`src/rtl/priority_encoder_4to2_seq_if.sv`:
```
// Request/index bundle for priority_encoder_4to2_seq.
// The encoder connects to the slave modport. The producer/consumer side connects to the master modport.
interface priority_encoder_4to2_seq_if #(
    parameter int NUM_REQ = 4
);
    localparam int IDX_W = $clog2(NUM_REQ);

    logic               en;
    logic [NUM_REQ-1:0] req;
    logic               out_valid;
    logic               out_ready;
    logic [IDX_W-1:0]   out_idx;
    logic [NUM_REQ-1:0] pending;
    logic               busy;

    modport master (
        output en, req, out_ready,
        input  out_valid, out_idx, pending, busy
    );

    modport slave (
        input  en, req, out_ready,
        output out_valid, out_idx, pending, busy
    );
endinterface

```
`src/rtl/priority_encoder_4to2_seq.sv`:
```
// Registered request encoder. Multi-hot requests collect in a pending register and drain one index per transfer.
// Define ROUND_ROBIN_EN to get rotating priority. The default build uses fixed lowest-index priority.
module priority_encoder_4to2_seq #(
    parameter int NUM_REQ = 4
) (
    input  logic                         clk,
    input  logic                         rst_n,
    priority_encoder_4to2_seq_if.slave   bus
);
    localparam int IDX_W = $clog2(NUM_REQ);

    logic [NUM_REQ-1:0] pend_p0;
    logic               vld_p1;
    logic [IDX_W-1:0]   idx_p1;
    logic [IDX_W-1:0]   sel_idx;
    logic [NUM_REQ-1:0] clr;
    logic               any_pend;
    logic               load;

`ifdef ROUND_ROBIN_EN
    logic [IDX_W-1:0] ptr;

    function automatic logic [IDX_W-1:0] sel(input logic [NUM_REQ-1:0] vec,
                                             input logic [IDX_W-1:0]   start);
        logic [IDX_W-1:0] idx;
        logic             found;
        idx   = '0;
        found = 1'b0;
        for (int k = 0; k < NUM_REQ; k++) begin
            int p;
            p = (int'(start) + k) % NUM_REQ;
            if (!found && vec[p]) begin
                idx   = IDX_W'(p);
                found = 1'b1;
            end
        end
        return idx;
    endfunction

    assign sel_idx = sel(pend_p0, ptr);

    always_ff @(posedge clk or negedge rst_n) begin
        if (!rst_n)
            ptr <= '0;
        else if (load)
            ptr <= (sel_idx == IDX_W'(NUM_REQ - 1)) ? '0 : sel_idx + IDX_W'(1);
    end
`else
    function automatic logic [IDX_W-1:0] sel(input logic [NUM_REQ-1:0] vec);
        logic [IDX_W-1:0] idx;
        idx = '0;
        for (int i = NUM_REQ - 1; i >= 0; i--)
            if (vec[i]) idx = IDX_W'(i);
        return idx;
    endfunction

    assign sel_idx = sel(pend_p0);
`endif

    always_comb begin
        any_pend = |pend_p0;
        load     = any_pend & (~vld_p1 | bus.out_ready);
        clr      = load ? (NUM_REQ'(1) << sel_idx) : '0;
    end

    // Stage p0: capture requests; a new set on a bit overrides its clear
    always_ff @(posedge clk or negedge rst_n) begin
        if (!rst_n)
            pend_p0 <= '0;
        else
            pend_p0 <= (pend_p0 & ~clr) | (bus.en ? bus.req : '0);
    end

    // Stage p1: valid/ready output register
    always_ff @(posedge clk or negedge rst_n) begin
        if (!rst_n) begin
            vld_p1 <= 1'b0;
            idx_p1 <= '0;
        end else if (load) begin
            vld_p1 <= 1'b1;
            idx_p1 <= sel_idx;
        end else if (bus.out_ready) begin
            vld_p1 <= 1'b0;
        end
    end

    assign bus.pending   = pend_p0;
    assign bus.out_valid = vld_p1;
    assign bus.out_idx   = idx_p1;
    assign bus.busy      = vld_p1 | any_pend;
endmodule

```
`src/flat_wrapper.sv`:
```
// flat-port wrapper written by rule: the top's interface ports become plain ports
module priority_encoder_4to2_seq_flat 
#(
    parameter int NUM_REQ = 4
)
  (clk, rst_n, bus_en, bus_req, bus_out_ready, bus_out_valid, bus_out_idx, bus_pending, bus_busy);
  priority_encoder_4to2_seq_if #(.NUM_REQ(NUM_REQ)) bus_i ();
  input  logic clk;
  input  logic rst_n;
  input wire logic [$bits(bus_i.en)-1:0] bus_en;
  input wire logic [$bits(bus_i.req)-1:0] bus_req;
  input wire logic [$bits(bus_i.out_ready)-1:0] bus_out_ready;
  output wire logic [$bits(bus_i.out_valid)-1:0] bus_out_valid;
  output wire logic [$bits(bus_i.out_idx)-1:0] bus_out_idx;
  output wire logic [$bits(bus_i.pending)-1:0] bus_pending;
  output wire logic [$bits(bus_i.busy)-1:0] bus_busy;
  assign bus_i.en = bus_en;
  assign bus_i.req = bus_req;
  assign bus_i.out_ready = bus_out_ready;
  assign bus_out_valid = bus_i.out_valid;
  assign bus_out_idx = bus_i.out_idx;
  assign bus_pending = bus_i.pending;
  assign bus_busy = bus_i.busy;
  priority_encoder_4to2_seq #(.NUM_REQ(NUM_REQ)) u_core (.clk(clk), .rst_n(rst_n), .bus(bus_i));
endmodule
```
`config.mk`:
```
export PLATFORM = sky130hd
export DESIGN_NAME = priority_encoder_4to2_seq_flat
export DESIGN_NICKNAME = d
export VERILOG_FILES = /design/src/rtl/priority_encoder_4to2_seq_if.sv /design/src/rtl/priority_encoder_4to2_seq.sv /design/src/flat_wrapper.sv
export SDC_FILE = /design/constraint.sdc
export NUM_CORES = 1
export LEC_CHECK = 0
export BUFFER_PORTS_ARGS = -buffer_cell sky130_fd_sc_hd__buf_2
export CAP_MARGIN = 20
export CORE_AREA = 2 2 39 41
export CTS_CLUSTER_DIAMETER = 30
export DETAILED_ROUTE_END_ITERATION = 6
export DIE_AREA = 0 0 41 43
export GPL_TIMING_DRIVEN = 0
export PLACE_DENSITY = 0.54
export RECOVER_POWER = 100
export SYNTH_ARGS = -nofsm -noshare
export SYNTH_HDL_FRONTEND = slang
export SYNTH_SLANG_ARGS = --single-unit
export TNS_END_PERCENT = 10
```
`constraint.sdc`:
```
create_clock -name clk -period 2.23 [get_ports clk]
set_input_delay 0 -clock clk [delete_from_list [all_inputs] [get_ports clk]]
set_output_delay 0 -clock clk [all_outputs]
set_load 0.005 [all_outputs]
```
# ---- Word level (Yosys, flattened, before mapping)
# Cells that the tools add are included.
dict set report classes {
  add_sub_neg 0
  n_mul 0
  div 0
  order_cmp 0
  n_eq_ne 0
  shift 1
  mux 8
  bitwise 7
  reduce_logical 2
}
# op n
set ops {}
lappend ops {{$mux 2} 4}
lappend ops {{$mux 4} 2}
lappend ops {{$and 4x4->4} 1}
lappend ops {{$not 4->4} 1}
lappend ops {{$or 4x4->4} 1}
lappend ops {{$reduce_or 4->1} 1}
lappend ops {{$shl 1x2->4 const A} 1}
lappend ops {{$mux 1} 2}
lappend ops {{$or 1x1->1} 2}
lappend ops {{$reduce_bool 2->1} 1}
lappend ops {{$and 1x1->1} 1}
lappend ops {{$not 1->1} 1}
dict set report totals {
  regBits 7
  latch_bits 0
  mem_bits_rw 0
  mem_bits_ro 0
  in_bits 8
  out_inout_bits 8
  wordCells 21
  n_memories 0
}

# ---- Longest topological paths before layout
# Gate-level depths: netlist (run 1).
dict set report logic_depth {
  depth_word 9
  mapped_depth 3
  mapped_depth_nobuf 3
}

# ---- Least setup slack after synthesis (run 1)
# OpenSTA, ideal clock, no wires.
dict set report synth_path {
  kind {reg2out}
  start {register u_core.pend_p0[2] (netlist: u_core.bus.pending[2])}
  end {output port bus_busy}
  arrival_time_ns 1.054
  required_ns 2.230
  path_slack_ns 1.176
  path_stages_with_launch 3
  path_buffers 0
  cell_sequence {dfrtp_1 -> or2_1 -> or4_1}
}
dict set report synth_via {
  elab_chain_cells 2
}
# item line_no
set synth_lines {}
lappend synth_lines {{start: declaration} priority_encoder_4to2_seq.sv:12} ;# logic [NUM_REQ-1:0] pend_p0;
lappend synth_lines {{start signal: assignment} priority_encoder_4to2_seq.sv:71} ;# pend_p0 <= (pend_p0 & ~clr) | (bus.en ? bus.req : '0);
lappend synth_lines {{$reduce_or 4->1} priority_encoder_4to2_seq.sv:61} ;# any_pend = |pend_p0;
lappend synth_lines {{$or 1x1->1} priority_encoder_4to2_seq.sv:90} ;# assign bus.busy = vld_p1 | any_pend;
lappend synth_lines {{end: declaration} flat_wrapper.sv:16} ;# output wire logic [$bits(bus_i.busy)-1:0] bus_busy;
# No other way between the ends.

# ---- Worst setup path in the final report (run 1)
# Same ends and word-level chain as after synthesis.

==> results.toml, run 1 <==
[run_status]
outcome = "finished clean"

[cells_and_area]
mostFrequentLayoutCell = "buf_2"
syn2layout_area_growth_pct = 55.6
fillerInstances = 160
antenna_cells = 0
final_cell_mix = "buf_2 (11), dfrtp_1 (7), clkbuf_1 (5), dlygate4sd3_1 (5)"
nets = 61
drive_gt1_share_pct = 30.8

[critical_path]
arrival_ns = 1.46
r2r-start = "u_core.bus.pending[1]"
crit_end = "bus_busy"
r2r_end = "u_core.bus.out_valid"
required_ns = 2.23
worstSetupStartpointType = "register"
crit_start = "u_core.bus.pending[2]"
endpoint_kind = "output pin"
ff2ff_path_depth = 3
crit_fanout = 5
rrSetupSlack_ns = 1.14
path_class = "reg2out"

[power]
clockPowerShare_pct = 34.2
sw_frac_of_total_pct = 27.3
p_int_uw = 250
ir_worst_vdd_mv = 0.260
total_power_uw = 344
pwr-share-comb_pct = 18.9
leakage_nw = 0.206
p_switching_uw = 94.1
power_density_mw_per_mm2 = 739
p_seq_share_pct = 46.9

[clock_tree]
htree_levels = 1
root_buffer = "clkbuf_4"
clk_pin_slew_worst_paths_ns = 0.06
clk_latency_ns = 0.25
postCtsSetupBuffers = 0
clkSinkCount = 7
cts_tree = "done"
cts_made_buffers = 3
clockBufferDepth = 2

[flow_run]
maxCapViolations = 0

[floorplan]
ios = 16
die_w_um = 41
dieArea_mm2 = 0.00176
die_h_um = 43
core_mm2 = 0.00138
rows = 14
initial_core_util_pct = 21.6

[route]
dr.max_layer_used = "met4"
drc = 0
drt_wl_total_um = 732
dr.pass1.iters = 4
wl_met2_um = 346
vias = 300
met1_length_um = 336
drtIter0Drc = 2
ant_nets = 0
viasPerCell = 4.41
wl_met3_um = 45
wl_per_cell_um = 10.8

[logic_synthesis]
ys_ff_latch = 7
syn_area_um2 = 299
yosys_warnings = 0
synth_area_per_cell_um2 = 10.7
synth_nets = 36
ys_types = 13
postSynthCellCount = 28
yosysSeqAreaShare_pct = 58.6

[min_path]
whs_path_depth = 3
hp-class = "in2reg"

[place]
portBuffers = 15
routabilityCongestion = 0.671

[global_routing]
grt_use_total_pct = 10.4
grt_pass1_vias = 277
grt_antenna_before_repair = 0
grt_pass1_wl_um = 1170
grt_max_degree = 8
overflow = 0

[timing]
rsz0062_at_grt = "false"
worst_slew_pin_slew_ns = 0.384
finalCriticalPeriod_ns = 1.46
fin_setup_tns_ns = 0
clock-skew-final_ns = 0.00280
fin_crit_sh_pct = 65.4
setup_viol = 0
finalHoldViolations = 0
slew_headroom_pct = 74.4
report.final.slew_viol_count = 0
max_freq_mhz = 686
==> how the worst min path moves through the flow <==
stage	startpoint	endpoint
floorplan	rst_n	u_core.bus.out_idx[0]
global placement	rst_n	u_core.bus.pending[0]
detailed placement	rst_n	u_core.bus.pending[0]
CTS	bus_en	u_core.bus.pending[3]
global route	bus_en	u_core.bus.pending[3]
finish	bus_en	u_core.bus.pending[3]
==> flip-flops by register name (all words and copies together) (netlist names) <==
name                  flops
u_core.bus.out_valid      1
u_core.bus.out_idx        2
u_core.bus.pending        4
==> routing by layer <==
metal / vias up / GRT usage (%)
li1: 147 / -
met1: 144 / 12.7
met2: 7 / 13.4
met3: 2 / 3.14
met4: 0 / 10.0
met5: - / 0
==> cells by family after synthesis <==
group | after synthesis | synth area share, %
AO/OA/AOI/OAI | 7 | 18.4
flip-flops | 7 | 58.6
AND/OR/NAND/NOR | 14 | 23.0
==> critical path, cell delays in order (launching register included) <==
cell	delay, ns
dfrtp_1	0.41
or2_0	0.26
or4_1	0.39
buf_2	0.14
==> per-stage QoR <==
step / util, % / cells / hold slack [ns] / cell area (µm²) / setup slack (ns)
2_1_floorplan: - / 28 / -0.296 / 299 / 1.18
3_3_place_gp: 28.5 / 59 / -0.157 / 394 / 1.05
3_5_place_dp: 28.5 / 59 / -0.155 / 394 / 1.05
4_1_cts: 34.0 / 68 / 0.00585 / 470 / 0.764
5_1_grt: 33.6 / 68 / 0.0414 / 465 / 0.696
6_report: 33.6 / 68 / 0.00354 / 465 / 0.773
==> power groups by stage <==
| stage | clock network, mW | logic [mW] | registers, mW |
|---|---|---|---|
| global placement | 0 | 0.0605 | 0.164 |
| global route | 0.128 | 0.0736 | 0.165 |
| detailed placement | 0 | 0.0615 | 0.164 |
| floorplan | 0 | 0.0289 | 0.162 |
| finish | 0.118 | 0.0651 | 0.162 |
| CTS | 0.121 | 0.0684 | 0.162 |
==> layout make-up <==
class	instances	area [µm²]	share of cell area, %
clock buffer	4	26.3	5.65
multi-input combinational	21	124	26.6
sequential	7	175	37.6
tap	16	20.0	4.30
timing repair buffer	20	120	25.8
==> repair_timing <==
action	CTS	global route
endpoints found under the hold margin	11	0
hold buffers	5	0
resized for setup	0	0
==> synth_stat cells <==
| cell | count | area (µm²) |
|---|---|---|
| a21oi_1 | 2 | 10.0 |
| a22o_1 | 2 | 17.5 |
| a22o_2 | 1 | 10.0 |
| a2bb2oi_1 | 1 | 8.76 |
| dfrtp_1 | 7 | 175 |
| nand2_1 | 4 | 15.0 |
| nand2b_1 | 2 | 12.5 |
| nor2_1 | 4 | 15.0 |
| nor2b_1 | 1 | 6.26 |
| o41ai_1 | 1 | 8.76 |
| or2_1 | 1 | 6.26 |
| or2_2 | 1 | 6.26 |
| or4_1 | 1 | 7.51 |
Note: power is estimated with default switching activity, not from simulation.
==> run 2, diff against run 1 <==
- PLACE_DENSITY: 0.54 -> 0.55
- clock period: 2.23 -> 1.25 ns (I/O delays scaled with it)
==> run 2 against run 1 <==
Compared with the run above:
- worst hold slack worse by 0.0017 ns
- flip-flop and latch count stayed put
- final cell count is 4.4% higher
- global-route usage is 0.36 points lower
- via count is 0.33% higher
- critical path type unchanged
- sequential power is 73% higher
- die area stayed put
- setup slack worse by 0.90 ns
- combinational power is 110% higher
- the run now ends with setup timing left
- routed wire length is 3.1% lower
- critical endpoint unchanged
- largest cell class unchanged
- sequential share of layout area is 1.6 points lower
==> results.toml, run 2 (synthesis results as in run 1) <==
[run_status]
violations = "setup timing"
outcome = "finished with violations"

[timing]
hold-worst-slack_ns = 0.00180
worst_slack_ns = -0.124
finalHoldViolations = 0
setup_viol = 1
slew_headroom_pct = 74.3
fin_crit_sh_pct = 110
rsz0062_at_grt = "true"
fin_setup_tns_ns = -0.124
worst_slew_pin_slew_ns = 0.386
report.final.slew_viol_count = 0
max_freq_mhz = 728
finalCriticalPeriod_ns = 1.37
clock-skew-final_ns = 0.00335

[floorplan]
core_mm2 = 0.00138
initial_core_util_pct = 21.6
dieArea_mm2 = 0.00176
rows = 14
die_h_um = 43
ios = 16
die_w_um = 41

[critical_path]
endpoint_kind = "output pin"
required_ns = 1.25
worstSetupStartpointType = "register"
crit_fanout = 2
arrival_ns = 1.37
path_class = "reg2out"

[clock_tree]
cts-resized-gates = 0
clk_latency_ns = 0.25
clk_pin_slew_worst_paths_ns = 0.06
cts_made_buffers = 3
cts_tree = "done"
root_buffer = "clkbuf_4"
htree_levels = 1
clockBufferDepth = 2
clkSinkCount = 7

[place]
routabilityCongestion = 0.721
portBuffers = 15
post-dp-hpwl_um = 539
dpl_worst_slack_ns = 0.0616
dp_cells = 59

[global_routing]
grt_use_total_pct = 10.0
grt_pass1_wl_um = 1150
grt_pass1_vias = 277
overflow = 0
grt_max_degree = 8
grt_antenna_before_repair = 0

[flow_run]
maxCapViolations = 0

[route]
drt_wl_total_um = 709
wl_per_cell_um = 9.99
ant_nets = 0
dr.pass1.iters = 2
drtIter0Drc = 2
drc = 0
vias = 301
viasPerCell = 4.24

[cells_and_area]
nets = 64
antenna_cells = 0
drive_gt1_share_pct = 34.5
fillerInstances = 147
multi_input_area_um2 = 124
final_util_pct = 35.1
syn2layout_area_growth_pct = 62.3
mostFrequentLayoutCell = "buf_2"
fin_cells = 71
seq_area_um2 = 175
final_cell_mix = "buf_2 (12), dfrtp_1 (7), clkbuf_1 (5), dlygate4sd3_1 (5)"
largest_reg_flops = 4

[power]
p_int_uw = 459
p_switching_uw = 168
leakage_nw = 0.218
sw_frac_of_total_pct = 26.8
clockPowerShare_pct = 33.1
power_density_mw_per_mm2 = 1290
pwr-share-comb_pct = 22.2
ir_worst_vdd_mv = 0.563
p_seq_share_pct = 44.7

[min_path]
hp-class = "in2reg"
run 2: changes by cell type in the layout (fill, tap and decap cells not counted):
cell,before,now
buf_2,11,12
buf_4,0,2
or2_0,1,0
or2_1,0,1
run 2: power groups by stage:
stage / logic (mW) / registers, mW / clock network (mW)
global route: 0.158 / 0.284 / 0.227
floorplan: 0.0516 / 0.290 / 0
global placement: 0.109 / 0.292 / 0
CTS: 0.148 / 0.281 / 0.213
detailed placement: 0.110 / 0.292 / 0
finish: 0.139 / 0.280 / 0.207
run 2: area by class of cell:
type	count	area share (%)
Clock buffer	4	5.41
Multi-Input combinational cell	21	25.5
Sequential cell	7	36.1
Tap cell	16	4.12
Timing Repair Buffer	23	28.9
run 2: per-layer routing:
layer / wire length [µm] / GRT usage [%] / vias to the layer above / part of all wire, %
li1: - / - / 157 / -
met1: 335 / 10.9 / 136 / 47
met2: 327 / 15.0 / 8 / 46
met3: 46 / 4.71 / 0 / 6.5
met4: 0 / 6.00 / 0 / 0
met5: 0 / 0 / - / 0
run 2: metrics by stage:
stage	total power, mW	instance area [µm²]
6_report	0.627	485
5_1_grt	0.669	485
4_1_cts	0.642	493
3_5_place_dp	0.402	394
3_3_place_gp	0.401	394
2_1_floorplan	0.342	299
run 2: worst paths after layout:
path | start | end | slack (ns) | cells after the start
min in group asynchronous | rst_n | u_core.bus.pending[1] | 0.17 | 2
setup / recovery | u_core.bus.pending[3] | bus_busy | -0.12 | 3
max in group asynchronous | rst_n | u_core.bus.pending[2] | 0.80 | 2
hold reg to reg | u_core.bus.out_idx[1] | u_core.bus.out_idx[1] | 0.51 | 2
setup reg to reg | u_core.bus.pending[3] | u_core.bus.out_valid | 0.14 | 3
hold / removal | bus_en | u_core.bus.pending[3] | 0.002 | 3
run 2: timing repair:
| action | CTS | global route |
|---|---|---|
| hold endpoints to repair | 11 | 0 |
| endpoints found under the setup margin | 1 | 1 |
| pin swaps | 1 | 0 |
| buffers inserted | 3 | 0 |
| hold buffers | 5 | 0 |
run 2: critical path, stage by stage, from the launching register on:
cell     delay [ns]
dfrtp_1        0.37
or2_1          0.23
or4_1          0.39
buf_2          0.14
==> run 3, diff against run 2 <==
- RECOVER_POWER: 100 -> unset
==> run 3 against run 2 <==
Compared with the run above:
- critical path depth unchanged
- first-iteration DRC count grew to 4.0 times the previous value
- critical endpoint unchanged
- core utilization is 0.54 points higher
- maximum frequency increased by 0.12%
- highest routed layer unchanged
- non-clock buffer count unchanged
- the run still ends with setup timing left
- clock power about the same
- sequential share of layout area decreased by 0.55 points
==> results.toml, run 3 (synthesis results as in run 1) <==
[floorplan]
die_h_um = 43
ios = 16
dieArea_mm2 = 0.00176
die_w_um = 41
rows = 14
initial_core_util_pct = 21.6
core_mm2 = 0.00138

[global_routing]
overflow = 0
grt_antenna_before_repair = 0
grt_max_degree = 8
grt_pass1_wl_um = 1150
grt_pass1_vias = 277
grt_use_total_pct = 10.0

[flow_run]
maxCapViolations = 0

[clock_tree]
clk_latency_ns = 0.25
root_buffer = "clkbuf_4"
htree_levels = 1
cts_made_buffers = 3
clk_pin_slew_worst_paths_ns = 0.05
cts_tree = "done"
clkSinkCount = 7
clockBufferDepth = 2

[timing]
fin_crit_sh_pct = 110
rsz0062_at_grt = "true"
max_freq_mhz = 729
clock-skew-final_ns = 0.00223
finalHoldViolations = 0
slew_headroom_pct = 80.3
worst_slew_pin_slew_ns = 0.291
report.final.slew_viol_count = 0
hold-worst-slack_ns = 0.00357
finalCriticalPeriod_ns = 1.37
setup_viol = 1
fin_setup_tns_ns = -0.122
worst_slack_ns = -0.122

[critical_path]
path_class = "reg2out"
endpoint_kind = "output pin"
required_ns = 1.25
worstSetupStartpointType = "register"
arrival_ns = 1.37
crit_fanout = 2
rrSetupSlack_ns = 0.14

[cells_and_area]
largest_reg_flops = 4
multi_input_area_um2 = 124
antenna_cells = 0
final_cell_mix = "buf_2 (15), dfrtp_1 (7), dlygate4sd3_1 (5)"
fillerInstances = 144
final_util_pct = 35.6
seq_area_um2 = 175
syn2layout_area_growth_pct = 64.9
nets = 64
mostFrequentLayoutCell = "buf_2"
drive_gt1_share_pct = 41.8

[route]
viasPerCell = 4.18
drt_wl_total_um = 705
vias = 297
wl_per_cell_um = 9.93
drtIter0Drc = 8
dr.pass1.iters = 4
ant_nets = 0
drc = 0

[run_status]
outcome = "finished with violations"
violations = "setup timing"

[min_path]
hp-class = "in2reg"

[place]
portBuffers = 15
post-dp-hpwl_um = 539
routabilityCongestion = 0.721
dpl_worst_slack_ns = 0.0616

[power]
leakage_nw = 0.228
power_density_mw_per_mm2 = 1280
total_power_uw = 632
ir_worst_vdd_mv = 0.558
[run 3: path summary, 6_finish.rpt]
check                                      start               endpoint  cells after the start
max                        u_core.bus.pending[3]               bus_busy                      3
min                                       bus_en  u_core.bus.pending[3]                      3
max reg2reg                u_core.bus.pending[3]   u_core.bus.out_valid                      3
min reg2reg                u_core.bus.out_idx[1]  u_core.bus.out_idx[1]                      2
max in group asynchronous                  rst_n  u_core.bus.pending[2]                      2
min in group asynchronous                  rst_n  u_core.bus.pending[1]                      2
[run 3: cell type report]
class | count | area share (%)
multi-input combinational | 21 | 25.1
tap | 16 | 4.06
clock buffer | 4 | 5.33
sequential | 7 | 35.5
timing repair buffer | 23 | 29.9
[run 3: stage by stage]
| stage | cells | instance area, µm² |
|---|---|---|
| floorplan | 28 | 299 |
| global placement | 59 | 394 |
| detailed placement | 59 | 394 |
| CTS | 71 | 493 |
| global route | 71 | 493 |
| finish | 71 | 493 |
[run 3: worst max-delay path, stage by stage (launching register included)]
cell and delay, ns:
dfrtp_1 0.37, or2_1 0.23, or4_1 0.39, buf_2 0.14
[run 3: report_power, final]
group | leakage [nW] | switching [mW] | internal [mW]
clock network | 0.0150 | 0.0840 | 0.122
registers | 0.0774 | 0.0233 | 0.257
logic | 0.136 | 0.0590 | 0.0864
total | 0.228 | 0.166 | 0.465
[run 3: what timing repair did]
action                     in CTS  in global routing
buffers inserted                3                  0
pin swaps                       1                  0
hold buffers                    5                  0
resized for setup               0                  0
hold endpoints to repair       11                  0
setup endpoints to repair       1                  1
[run 3: routing by layer]
metal  track usage, %  vias to the layer above  part of all wire [%]
met5                0                        -                     0
met4             6.00                        0                     0
met3             4.71                        0                   6.4
met2             15.0                        8                    47
met1             10.9                      130                    47
li1                 -                      159                     -
